$ cat config.mk
export PLATFORM = sky130hd
export DESIGN_NAME = wishbone_bus_if
export DESIGN_NICKNAME = d
export VERILOG_FILES = /design/src/rtl/wishbone_bus_if.sv
export SDC_FILE = /design/constraint.sdc
export NUM_CORES = 1
export LEC_CHECK = 0
export ABC_AREA = 1
export CORE_MARGIN = 5
export CORE_UTILIZATION = 38
export DETAILED_ROUTE_END_ITERATION = 8
export PLACE_DENSITY_LB_ADDON = 0.08
export SKIP_LAST_GASP = 1
export SLEW_MARGIN = 0
export SYNTH_ARGS = -nofsm -noshare
export SYNTH_HDL_FRONTEND = slang
export SYNTH_SLANG_ARGS = --single-unit
export TNS_END_PERCENT = 30
$ cat constraint.sdc
create_clock -name clk -period 1.46 [get_ports clk]
set_input_delay 0.292 -clock clk [delete_from_list [all_inputs] [get_ports clk]]
set_output_delay 0.292 -clock clk [all_outputs]
set_load 0.01 [all_outputs]
$ cat src/rtl/wishbone_bus_if.sv
// Wishbone classic master bridging one CPU port (instruction or data)
// onto the bus; stalls the pipeline until the slave acknowledges.
module wishbone_bus_if #(
    parameter int unsigned STALL_IDX = 1
) (
    input  logic        clk,
    input  logic        rst_n,
    input  logic [5:0]  stall_i,
    input  logic        flush_i,
    input  logic        cpu_ce_i,
    input  logic [31:0] cpu_addr_i,
    input  logic [31:0] cpu_data_i,
    input  logic        cpu_we_i,
    input  logic [3:0]  cpu_sel_i,
    output logic [31:0] cpu_data_o,
    output logic        stallreq_o,
    output logic [31:0] wb_addr_o,
    output logic [31:0] wb_data_o,
    output logic        wb_we_o,
    output logic [3:0]  wb_sel_o,
    output logic        wb_stb_o,
    output logic        wb_cyc_o,
    input  logic [31:0] wb_data_i,
    input  logic        wb_ack_i
);

    typedef enum logic [1:0] {
        IDLE           = 2'd0,
        BUSY           = 2'd1,
        WAIT_FOR_STALL = 2'd2
    } state_e;

    state_e      state_q, state_d;
    logic [31:0] addr_q, addr_d;
    logic [31:0] wdata_q, wdata_d;
    logic        we_q, we_d;
    logic [3:0]  sel_q, sel_d;
    logic        stb_q, stb_d;
    logic        cyc_q, cyc_d;
    logic [31:0] rd_buf_q, rd_buf_d;

    logic stalled;
    logic unused_stall;

    assign stalled      = stall_i[STALL_IDX];
    assign unused_stall = ^stall_i;

    always_comb begin
        state_d    = state_q;
        addr_d     = addr_q;
        wdata_d    = wdata_q;
        we_d       = we_q;
        sel_d      = sel_q;
        cyc_d      = cyc_q;
        rd_buf_d   = rd_buf_q;
        stallreq_o = 1'b0;
        cpu_data_o = 32'h0;

        unique case (state_q)
            IDLE: begin
                stallreq_o = cpu_ce_i & ~flush_i;
                if (cpu_ce_i && !flush_i) begin
                    addr_d  = cpu_addr_i;
                    wdata_d = cpu_data_i;
                    we_d    = cpu_we_i;
                    sel_d   = cpu_sel_i;
                    cyc_d   = 1'b1;
                    state_d = BUSY;
                end else begin
                    addr_d  = 32'h0;
                    wdata_d = 32'h0;
                    we_d    = 1'b0;
                    sel_d   = 4'h0;
                    cyc_d   = 1'b0;
                end
            end
            BUSY: begin
                if (flush_i) begin
                    // flush beats a simultaneous ack: the access is dropped
                    addr_d   = 32'h0;
                    wdata_d  = 32'h0;
                    we_d     = 1'b0;
                    sel_d    = 4'h0;
                    cyc_d    = 1'b0;
                    rd_buf_d = 32'h0;
                    state_d  = IDLE;
                end else if (wb_ack_i) begin
                    addr_d   = 32'h0;
                    wdata_d  = 32'h0;
                    we_d     = 1'b0;
                    sel_d    = 4'h0;
                    cyc_d    = 1'b0;
                    rd_buf_d = wb_data_i;
                    state_d  = stalled ? WAIT_FOR_STALL : IDLE;
                    if (!we_q) begin
                        cpu_data_o = wb_data_i;
                    end
                end else begin
                    stallreq_o = 1'b1;
                end
            end
            WAIT_FOR_STALL: begin
                // pipeline is frozen elsewhere; keep replaying the data
                cpu_data_o = rd_buf_q;
                if (!stalled || flush_i) begin
                    state_d = IDLE;
                end
            end
            default: begin
                state_d = IDLE;
            end
        endcase

        stb_d = cyc_d;

        if (!rst_n) begin
            stallreq_o = 1'b0;
            cpu_data_o = 32'h0;
        end
    end

    always_ff @(posedge clk or negedge rst_n) begin
        if (!rst_n) begin
            state_q  <= IDLE;
            addr_q   <= 32'h0;
            wdata_q  <= 32'h0;
            we_q     <= 1'b0;
            sel_q    <= 4'h0;
            stb_q    <= 1'b0;
            cyc_q    <= 1'b0;
            rd_buf_q <= 32'h0;
        end else begin
            state_q  <= state_d;
            addr_q   <= addr_d;
            wdata_q  <= wdata_d;
            we_q     <= we_d;
            sel_q    <= sel_d;
            stb_q    <= stb_d;
            cyc_q    <= cyc_d;
            rd_buf_q <= rd_buf_d;
        end
    end

    assign wb_addr_o = addr_q;
    assign wb_data_o = wdata_q;
    assign wb_we_o   = we_q;
    assign wb_sel_o  = sel_q;
    assign wb_stb_o  = stb_q;
    assign wb_cyc_o  = cyc_q;

endmodule

==> results.rst, run 1 <==
.. list-table::
   :header-rows: 1

   * - Metric
     - Value
   * - Outcome
     - finished with violations
   * - Failing checks
     - negative setup slack
   * - Portion of the post-synthesis area used by sequential elements
     - 54.69%
   * - Die width
     - 121.9 um
   * - CTS clk-pin slew, worst paths
     - 0.06 ns
   * - Netlist area before placement
     - 0.004758 mm2
   * - Worst setup slack after layout
     - -0.6027 ns
   * - Proportion of layout cells with a drive suffix above 1
     - between 20% and 30%
   * - HPWL reported at the end of detailed placement
     - roughly 11,000 um
   * - Critical-path maximum fanout
     - 7
   * - Critical path buffer and inverter count
     - 4
   * - Area Growth Syn to Fin
     - 87.77%
   * - Highest-count cells in the layout ignoring fill and taps
     - nand2_1 (221), clkdlybuf4s50_1 (170), dfrtp_1 (104)
   * - Routability congestion estimate
     - about 0.88
   * - Flip-flop and latch count after synthesis
     - 104
   * - Pwr Density
     - roughly 1700 mW/mm2
   * - Data required, critical path
     - 1.17 ns
   * - Final number of setup-violating endpoints
     - 202
   * - Cells on worst reg2reg path
     - 14
   * - Clock skew
     - roughly 0.009 ns
   * - Highest-delay cell along the critical path
     - dfrtp_1
   * - Overall overflow remaining after global route
     - 0
   * - Number of synthesis warnings
     - 0
   * - Number of I/O pins
     - roughly 220
   * - Slew Limit Headroom
     - approximately 48%
   * - Launching instance or port of the critical path
     - state_q[1]
   * - Final hold viol count
     - 0
   * - Mapped Avg Cell Area
     - 8.190 um2
   * - Antenna violations before repair
     - 0
   * - Via count
     - 5,220
   * - Vias per Instance
     - 5.058
   * - Number of cells in the finished layout apart from fillers
     - 1,032
   * - Clock buffer count from CTS
     - 9
   * - Cell count after synthesis
     - 581
   * - Clock H-tree levels
     - 3
   * - Final cell utilization of the core
     - 73.47%
   * - Vias in the first global route
     - 5,296
   * - Worst vdd ir
     - 1.035 mV
   * - Cell at the root of the clock tree
     - clkbuf_16
   * - Clock insertion delay at the later pin of the skew report
     - between 0.3 and 0.4 ns
   * - # DRC
     - 0
   * - Highest achievable clock rate
     - slightly below 500 MHz
   * - First-pass GRT wire length
     - between 20,000 and 30,000 um
   * - Unique cell type count in the Yosys netlist
     - 18
   * - Worst hold-check path type
     - in -> async
   * - Overall global routing resource usage
     - between 20 and 25%
   * - Routed WL per cell
     - 18.26 um
   * - Slack of the worst reg-to-reg path
     - -0.52 ns
   * - Starting density of the core
     - 39.13%
   * - Area of the die
     - 0.01486 mm2
   * - Placement Rows
     - 40
   * - Critical Path Start Type
     - flop
   * - Die Y
     - 121.9 um
   * - Starting DRT DRC Count
     - 217
   * - Inst Count DP
     - 962
   * - Min Clock Period, post-route
     - 2.063 ns
   * - Clock tree from TritonCTS
     - built
   * - Critical path destination
     - cpu_data_o[23]
   * - RSZ-0062 raised after global routing
     - true
   * - Most common library cell in the layout ignoring fill and taps
     - nand2_1
   * - Maxcap violations
     - 0
   * - Total number of cells along the worst setup path
     - 9
   * - Worst Path Class, Setup
     - reg -> out
   * - Total Wirelength
     - 18,850 um
   * - Mapped Nets
     - 696
   * - Total Nets Final
     - 975
   * - Maximum number of pins on one net before global-route repair
     - 63
   * - Tcrit/Tclk final
     - 141.3%
   * - Clk sink count
     - 104
   * - Critical path arrival
     - 1.77 ns
   * - Total count of max-transition violations in the final report
     - 0
   * - Port Buf Inserts
     - 210
   * - Largest stage delay on the critical path
     - ~0.38 ns
   * - Drt first pass iters
     - 5
   * - Setup slack at placement
     - -0.8051 ns
   * - Post-route antenna net violation count
     - 0
   * - Worst R2R End
     - wb_data_o[31]
   * - FF-to-FF Start
     - state_q[0]
   * - Critical Path Sink Type
     - output pin
   * - Total leakage power
     - 4.155 nW
   * - Ordered list of cells on the worst path
     - inv_2, ha_4, nand2_4, nor2_4, buf_12, clkbuf_16, nand3_4, a21oi_2, buf_2
   * - Buffer levels on the longest clock path
     - 2
   * - Kind of cell adding the most delay to the critical path
     - buffers and inverters
   * - Floorplan core area
     - 0.01216 mm2
   * - Worst-Margin Slew
     - around 0.78 ns
   * - Total inserted antenna cells
     - 0
-- synthesized netlist by cell type --
cell	instances	area, um2
o21ai_0	33	165.2
a21boi_0	1	7.510
nand2_2	2	12.51
inv_2	2	7.510
nand2_1	244	915.9
dfrtp_1	104	2603
clkbuf_1	13	48.80
ha_1	3	37.54
buf_6	4	45.04
nor2_1	2	7.510
buf_4	8	60.06
o21ai_4	1	16.27
nor2_4	2	22.52
a21oi_1	32	160.2
inv_1	3	11.26
buf_2	21	105.1
nand3_1	104	520.5
nand4_1	2	12.51
-- metrics by stage --
stage | hold WS, ns | area [um2] | power, mW | setup TNS (ns)
detailed placement | 0.4767 | 7467 | 9.631 | -52.41
global placement | 0.4688 | 7467 | 9.485 | -50.63
floorplan | -0.003591 | 4912 | 6.931 | -1.623
CTS | 0.1512 | 8601 | 14.53 | -65.44
finish | 0.1445 | 8935 | 15.37 | -68.84
global route | 0.1924 | 8935 | 16.16 | -81.45
-- sequential cells by signal, summed over array words and instances (netlist names) --
signal	count
rd_buf_q	32
wb_addr_o	32
wb_data_o	32
wb_sel_o	4
state_q	2
wb_cyc_o	1
wb_we_o	1
-- worst reg2reg max path, delay by kind of cell, from the launching register on --
kind / cells / cell delay, ns
fa+ha+maj: 1 / 0.20
flops: 1 / 0.43
simple gates: 4 / 0.27
buf+inv: 9 / 1.03
-- worst min path at each step --
stage,startpoint,endpoint,cells after the start
CTS,rst_n,wb_addr_o[13],3
floorplan,rst_n,rd_buf_q[0],0
global route,rst_n,wb_cyc_o,3
finish,rst_n,state_q[0],3
detailed placement,rd_buf_q[10],rd_buf_q[10],2
global placement,rd_buf_q[16],rd_buf_q[16],2
-- cell type report --
| cell class | count | area (um2) |
|---|---|---|
| timing repair buffer | 314 | 3556 |
| fill | 925 | 3227 |
| sequential | 104 | 2603 |
| multi-input combinational | 426 | 2262 |
| clock buffer | 12 | 236.5 |
| tap | 168 | 210.2 |
| clock inverter | 3 | 43.79 |
| inverter | 5 | 23.77 |
-- layer usage --
metal,track usage [%],part of all wire [%]
met4,9.174,2.3
met1,28.13,39
met2,41.75,50
met3,7.753,8.4
met5,0,0
-- what timing repair did --
item | CTS | global route
gates resized for setup | 151 | 101
setup buffers | 15 | 12
gates cloned | 20 | 10
hold endpoints to repair | 0 | 0
endpoints found under the setup margin | 174 | 202
hold buffers | 0 | 0
pin swaps | 9 | 25
-- where the power goes --
part	internal, mW	switching [mW]
clock	1.32	1.04
combinational	4.59	4.00
sequential	3.82	0.593
-- cells by family after synthesis --
family	share of synthesized area, %
simple gates	31.34
flops	54.69
fa+ha+maj	0.7889
buf+inv	5.838
compound gates	7.336
No activity file was read; power rests on OpenSTA's default activity.
==> run 2, diff against run 1 <==
- MAX_ROUTING_LAYER: not set -> met4
- RECOVER_POWER: not set -> 25
==> results.rst, run 2 (synthesis results as in run 1) <==
.. list-table::
   :header-rows: 1

   * - Metric
     - Value
   * - Outcome
     - finished with violations (unchanged)
   * - Failing checks
     - negative setup slack (unchanged)
   * - Post-route antenna net violation count
     - 0 (unchanged)
   * - Worst vdd ir
     - 0.8685 mV (was 1.035 mV)
   * - Total Nets Final
     - 973 (was 975)
   * - Clock buffer count from CTS
     - 9 (unchanged)
   * - Vias per Instance
     - 5.064 (was 5.058)
   * - Slew Limit Headroom
     - 28.62% (was 48.28%)
   * - Worst setup slack after layout
     - -0.6029 ns (was -0.6027 ns)
   * - Starting DRT DRC Count
     - 304 (was 217)
   * - Worst hold-check path type
     - in -> async (unchanged)
   * - Maxcap violations
     - 0 (unchanged)
   * - Data required, critical path
     - 1.17 ns (about the same)
   * - Worst-Margin Slew
     - 1.071 ns (was 0.7758 ns)
   * - HPWL reported at the end of detailed placement
     - 10,710 um (unchanged)
   * - Clock insertion delay at the later pin of the skew report
     - 0.35 ns (was 0.34 ns)
   * - Area of the multi-input gates
     - 0.002243 mm2 (was 0.002262 mm2)
   * - Critical Path Sink Type
     - output pin (unchanged)
   * - Final hold viol count
     - 0 (unchanged)
   * - Clock skew
     - 0.01198 ns (was 0.008884 ns)
   * - Total inserted antenna cells
     - 0 (unchanged)
   * - Worst Path Class, Setup
     - reg -> out (unchanged)
   * - Buffer levels on the longest clock path
     - 2 (unchanged)
   * - Setup TNS Final
     - -70.32 ns (was -68.84 ns)
   * - Die width
     - 121.9 um (unchanged)
   * - Routed WL per cell
     - 18.28 um (was 18.26 um)
   * - Final number of setup-violating endpoints
     - 201 (was 202)
   * - Routability congestion estimate
     - 0.8987 (was 0.8839)
   * - Critical path arrival
     - 1.77 ns (about the same)
   * - Clock tree from TritonCTS
     - built (unchanged)
   * - Overall overflow remaining after global route
     - 0 (unchanged)
   * - Via count
     - 5,216 (was 5,220)
   * - # DRC
     - 0 (unchanged)
   * - RSZ-0062 raised after global routing
     - true (unchanged)
   * - Number of cells in the finished layout apart from fillers
     - 1,030 (was 1,032)
   * - Proportion of layout cells with a drive suffix above 1
     - 27.03% (was 27.89%)
   * - First-pass GRT wire length
     - 28,020 um (unchanged)
   * - Number of I/O pins
     - 216 (unchanged)
   * - CTS clk-pin slew, worst paths
     - 0.07 ns (was 0.06 ns)
   * - Min Clock Period, post-route
     - 2.063 ns (about the same)
   * - Area Growth Syn to Fin
     - 86.48% (was 87.77%)
   * - Reg area
     - 0.002603 mm2 (unchanged)
   * - Highest achievable clock rate
     - 484.8 MHz (about the same)
   * - Drt first pass iters
     - 5 (unchanged)
   * - Total power draw
     - 15.21 mW (was 15.37 mW)
   * - Port Buf Inserts
     - 210 (unchanged)
   * - Clock H-tree levels
     - 3 (unchanged)
   * - Placement Rows
     - 40 (unchanged)
   * - Inst Count DP
     - 962 (unchanged)
   * - Cells on worst reg2reg path
     - 14 (unchanged)
   * - Floorplan core area
     - 0.01216 mm2 (unchanged)
   * - Starting density of the core
     - 39.13% (unchanged)
   * - Critical Path Start Type
     - flop (unchanged)
   * - Cell at the root of the clock tree
     - clkbuf_16 (unchanged)
   * - Clk sink count
     - 104 (unchanged)
   * - Fillers
     - 931 (was 925)
   * - Final cell utilization of the core
     - 72.96% (was 73.47%)
   * - Total leakage power
     - 4.128 nW (was 4.155 nW)
   * - Setup slack at placement
     - -0.8051 ns (unchanged)
   * - Critical-path maximum fanout
     - 7 (unchanged)
   * - Die Y
     - 121.9 um (unchanged)
   * - Tcrit/Tclk final
     - 141.3% (about the same)
   * - Maximum number of pins on one net before global-route repair
     - 63 (unchanged)
   * - Area of the die
     - 0.01486 mm2 (unchanged)
   * - Overall global routing resource usage
     - 24.99% (was 24.22%)
   * - Vias in the first global route
     - 5,292 (was 5,296)
   * - Most common library cell in the layout ignoring fill and taps
     - nand2_1 (unchanged)
   * - Total Wirelength
     - 18,830 um (was 18,850 um)
   * - Antenna violations before repair
     - 0 (unchanged)
   * - Pwr Density
     - 1714 mW/mm2 (was 1720 mW/mm2)
   * - Highest-count cells in the layout ignoring fill and taps
     - nand2_1 (223), clkdlybuf4s50_1 (170), dfrtp_1 (104) (was nand2_1 (221), clkdlybuf4s50_1 (170), dfrtp_1 (104))
   * - Total count of max-transition violations in the final report
     - 0 (unchanged)
==> run 2: layout make-up <==
cell class	count	area share (%)
repair buffers	312	39.59
flip-flops and latches	104	29.33
multi-input cells	426	25.28
clock buffers	12	2.665
well taps	168	2.369
clock inverters	3	0.4935
inverters	5	0.2679
==> run 2: per-stage QoR <==
| stage | cell area, um2 | hold slack, ns |
|---|---|---|
| finish | 8874 | 0.2552 |
| floorplan | 4912 | -0.003591 |
| detailed placement | 7467 | 0.4767 |
| global placement | 7467 | 0.4688 |
| CTS | 8601 | 0.1512 |
| global route | 8874 | 0.3329 |
==> run 2: worst max-delay path, cell delays in order, from the launching register on <==
cell       delay, ns
dfrtp_1         0.38
inv_2           0.07
ha_4            0.15
nand2_4         0.05
nor2_4          0.12
buf_12          0.14
clkbuf_16       0.15
nand3_4         0.06
a21oi_2         0.15
buf_2           0.15
==> run 2: layer usage <==
layer	up-vias	GRT usage (%)	share of wire (%)
met1	2528	29.37	40
met5	-	-	0
li1	2460	-	-
met3	29	6.221	7.6
met4	0	9.174	2.4
met2	199	41.64	50
==> run 2: worst paths after layout <==
check	from	end	slack (ns)
worst max register to register	state_q[0]	wb_addr_o[24]	-0.52
worst min-delay path	rst_n	rd_buf_q[29]	0.26
max in group asynchronous	rst_n	wb_data_o[23]	0.33
min in group clk	cpu_data_i[28]	wb_data_o[28]	0.47
worst min register to register	rd_buf_q[5]	rd_buf_q[5]	0.49
worst max-delay path	state_q[1]	cpu_data_o[23]	-0.60
==> run 2: what timing repair did <==
action | 4_1_cts | 5_1_grt
hold buffers | 0 | 0
buffers inserted | 15 | 11
pin swaps | 9 | 23
gates cloned | 20 | 9
endpoints found under the setup margin | 174 | 202
resized for setup | 151 | 95
==> run 2: power by group <==
group | switching (mW) | internal, mW
Clock | 1.06 | 1.32
Combinational | 3.95 | 4.48
Sequential | 0.592 | 3.82
Total | 5.60 | 9.62
==> run 3, diff against run 2 <==
- CORE_UTILIZATION: 38 -> 42
- CTS_CLUSTER_DIAMETER: not set -> 100
- HOLD_SLACK_MARGIN: not set -> 0.02
- clock period: 1.46 -> 2.2 ns (I/O delays scaled with it)
==> results.rst, run 3 (synthesis results as in run 1) <==
.. list-table::
   :header-rows: 1

   * - Metric
     - Value
   * - Area of the die
     - 0.01356 mm2 (was 0.01486 mm2)
   * - Critical path buffer and inverter count
     - 4 (unchanged)
   * - Maximum number of pins on one net before global-route repair
     - 70 (was 63)
   * - Vias per Instance
     - 5.119 (was 5.064)
   * - Highest-delay cell along the critical path
     - dfrtp_1 (unchanged)
   * - Starting density of the core
     - 43.32% (was 39.13%)
   * - FF-to-FF Start
     - state_q[0] (unchanged)
   * - Final cell utilization of the core
     - 68.84% (was 72.96%)
   * - Placement Rows
     - 38 (was 40)
   * - CTS clk-pin slew, worst paths
     - 0.07 ns (about the same)
   * - Antenna violations before repair
     - 0 (unchanged)
   * - Clock skew
     - 0.005621 ns (was 0.01198 ns)
   * - Clock H-tree levels
     - 3 (unchanged)
   * - Clock tree from TritonCTS
     - built (unchanged)
   * - Kind of cell adding the most delay to the critical path
     - buffers and inverters (unchanged)
   * - Drt first pass iters
     - 5 (unchanged)
   * - HPWL reported at the end of detailed placement
     - 10,160 um (was 10,710 um)
   * - Worst Path Class, Setup
     - reg -> out (unchanged)
   * - Post-route antenna net violation count
     - 0 (unchanged)
   * - Worst-Margin Slew
     - 1.564 ns (was 1.071 ns)
   * - Total inserted antenna cells
     - 0 (unchanged)
   * - Worst setup slack after layout
     - -0.01386 ns (was -0.6029 ns)
   * - Min Clock Period, post-route
     - 2.214 ns
   * - Ordered list of cells on the worst path
     - inv_2, ha_4, clkbuf_16, clkbuf_2, nand2_1, a21oi_2, buf_2 (was inv_2, ha_4, nand2_4, nor2_4, buf_12, clkbuf_16, nand3_4, a21oi_2, buf_2)
   * - Tcrit/Tclk final
     - 100.6%
   * - Fillers
     - 869 (was 931)
   * - Overall overflow remaining after global route
     - 0 (unchanged)
   * - Highest-count cells in the layout ignoring fill and taps
     - nand2_1 (241), clkdlybuf4s50_1 (175), dfrtp_1 (104) (was nand2_1 (223), clkdlybuf4s50_1 (170), dfrtp_1 (104))
   * - Cell area after layout
     - 0.007561 mm2 (was 0.008874 mm2)
   * - Reg area
     - 0.002603 mm2 (unchanged)
   * - Critical Path Sink Type
     - output pin (unchanged)
   * - Final number of setup-violating endpoints
     - 3 (was 201)
   * - Total Nets Final
     - 911 (was 973)
   * - Total count of max-transition violations in the final report
     - 70 (was 0)
   * - Launching instance or port of the critical path
     - state_q[0] (was state_q[1])
   * - Setup TNS Final
     - -0.02574 ns (was -70.32 ns)
   * - # DRC
     - 0 (unchanged)
   * - Floorplan core area
     - 0.01098 mm2 (was 0.01216 mm2)
   * - Final hold viol count
     - 0 (unchanged)
   * - Slew Limit Headroom
     - -4.241% (was 28.62%)
   * - Area of the multi-input gates
     - 0.002051 mm2 (was 0.002243 mm2)
   * - Maxcap violations
     - 1 (was 0)
   * - Hold buffer count at cts
     - 0 (unchanged)
   * - Total Wirelength
     - 15,740 um (was 18,830 um)
   * - Failing checks
     - max-capacitance violations, max-slew violations, negative setup slack (was negative setup slack)
   * - Total power draw
     - 8.088 mW (was 15.21 mW)
   * - Proportion of layout cells with a drive suffix above 1
     - 16.10% (was 27.03%)
   * - Cell at the root of the clock tree
     - clkbuf_16 (unchanged)
   * - Highest achievable clock rate
     - 451.7 MHz
   * - Outcome
     - finished with violations (unchanged)
   * - Total leakage power
     - 3.555 nW (was 4.128 nW)
   * - Area Growth Syn to Fin
     - 58.90% (was 86.48%)
   * - Slack of the worst reg-to-reg path
     - 0.46 ns (was -0.52 ns)
   * - Number of I/O pins
     - 216 (unchanged)
   * - Largest stage delay on the critical path
     - 0.44 ns (was 0.38 ns)
   * - Smallest hold slack
     - 0.4899 ns (was 0.2552 ns)
   * - Starting DRT DRC Count
     - 346 (was 304)
   * - Pwr Density
     - 1070 mW/mm2 (was 1714 mW/mm2)
   * - Overall global routing resource usage
     - 22.80% (was 24.99%)
   * - Buffer levels on the longest clock path
     - 2 (unchanged)
   * - Placement-stage cell area
     - 0.007037 mm2 (was 0.007467 mm2)
   * - Routed WL per cell
     - 16.73 um (was 18.28 um)
   * - Routability congestion estimate
     - 0.7949 (was 0.8987)
   * - Most common library cell in the layout ignoring fill and taps
     - nand2_1 (unchanged)
   * - Clock insertion delay at the later pin of the skew report
     - 0.34 ns (was 0.35 ns)
   * - Worst vdd ir
     - 0.5296 mV (was 0.8685 mV)
   * - Number of cells in the finished layout apart from fillers
     - 941 (was 1,030)
   * - Die Y
     - 116.4 um (was 121.9 um)
   * - First-pass GRT wire length
     - 23,600 um (was 28,020 um)
   * - Critical path arrival
     - 1.77 ns (about the same)
   * - Setup slack at placement
     - -0.3763 ns (was -0.8051 ns)
   * - Clk sink count
     - 104 (unchanged)
   * - Critical-path maximum fanout
     - 4 (was 7)
   * - Clock buffer count from CTS
     - 9 (unchanged)
   * - RSZ-0062 raised after global routing
     - true (unchanged)
   * - Worst hold-check path type
     - in -> async (unchanged)
   * - Inst Count DP
     - 910 (was 962)
   * - Critical Path Start Type
     - flop (unchanged)
   * - Via count
     - 4,817 (was 5,216)
   * - Data required, critical path
     - 1.76 ns (was 1.17 ns)
   * - Vias in the first global route
     - 4,704 (was 5,292)
   * - Port Buf Inserts
     - 210 (unchanged)
   * - Die width
     - 116.4 um (was 121.9 um)
## run 3: report_power, final
part,switching [mW],internal [mW]
Sequential,0.363,2.53
Combinational,1.95,1.68
Clock,0.704,0.862
Total,3.01,5.08
## run 3: final cells by class
type,instances,share of cell area [%]
tap,140,2.317
clock buffer,12,3.525
sequential,104,34.42
inverter,5,0.2482
clock inverter,4,0.3475
multi-input combinational,426,27.12
timing repair buffer,250,32.02
## run 3: worst paths after layout
path                                  end  cells past startpoint
setup / recovery           cpu_data_o[10]                      7
hold / removal                rd_buf_q[5]                      2
setup reg to reg             wb_addr_o[3]                      9
hold reg to reg              rd_buf_q[26]                      2
max in group asynchronous   wb_data_o[21]                      2
min in group clk             rd_buf_q[26]                      2
## run 3: per-layer routing
metal | track usage (%) | wire length (um) | vias to the layer above
met2 | 35.58 | 7889 | 197
li1 | - | - | 2321
met5 | - | 0 | -
met1 | 28.48 | 6102 | 2270
met3 | 6.114 | 1308 | 29
met4 | 8.662 | 442 | 0
## run 3: what timing repair did
item,4_1_cts,5_1_grt
gates resized for setup,139,43
setup endpoints to repair,33,33
endpoints found under the hold margin,0,0
pin swaps,2,6
buffers inserted,4,7
gates cloned,2,3
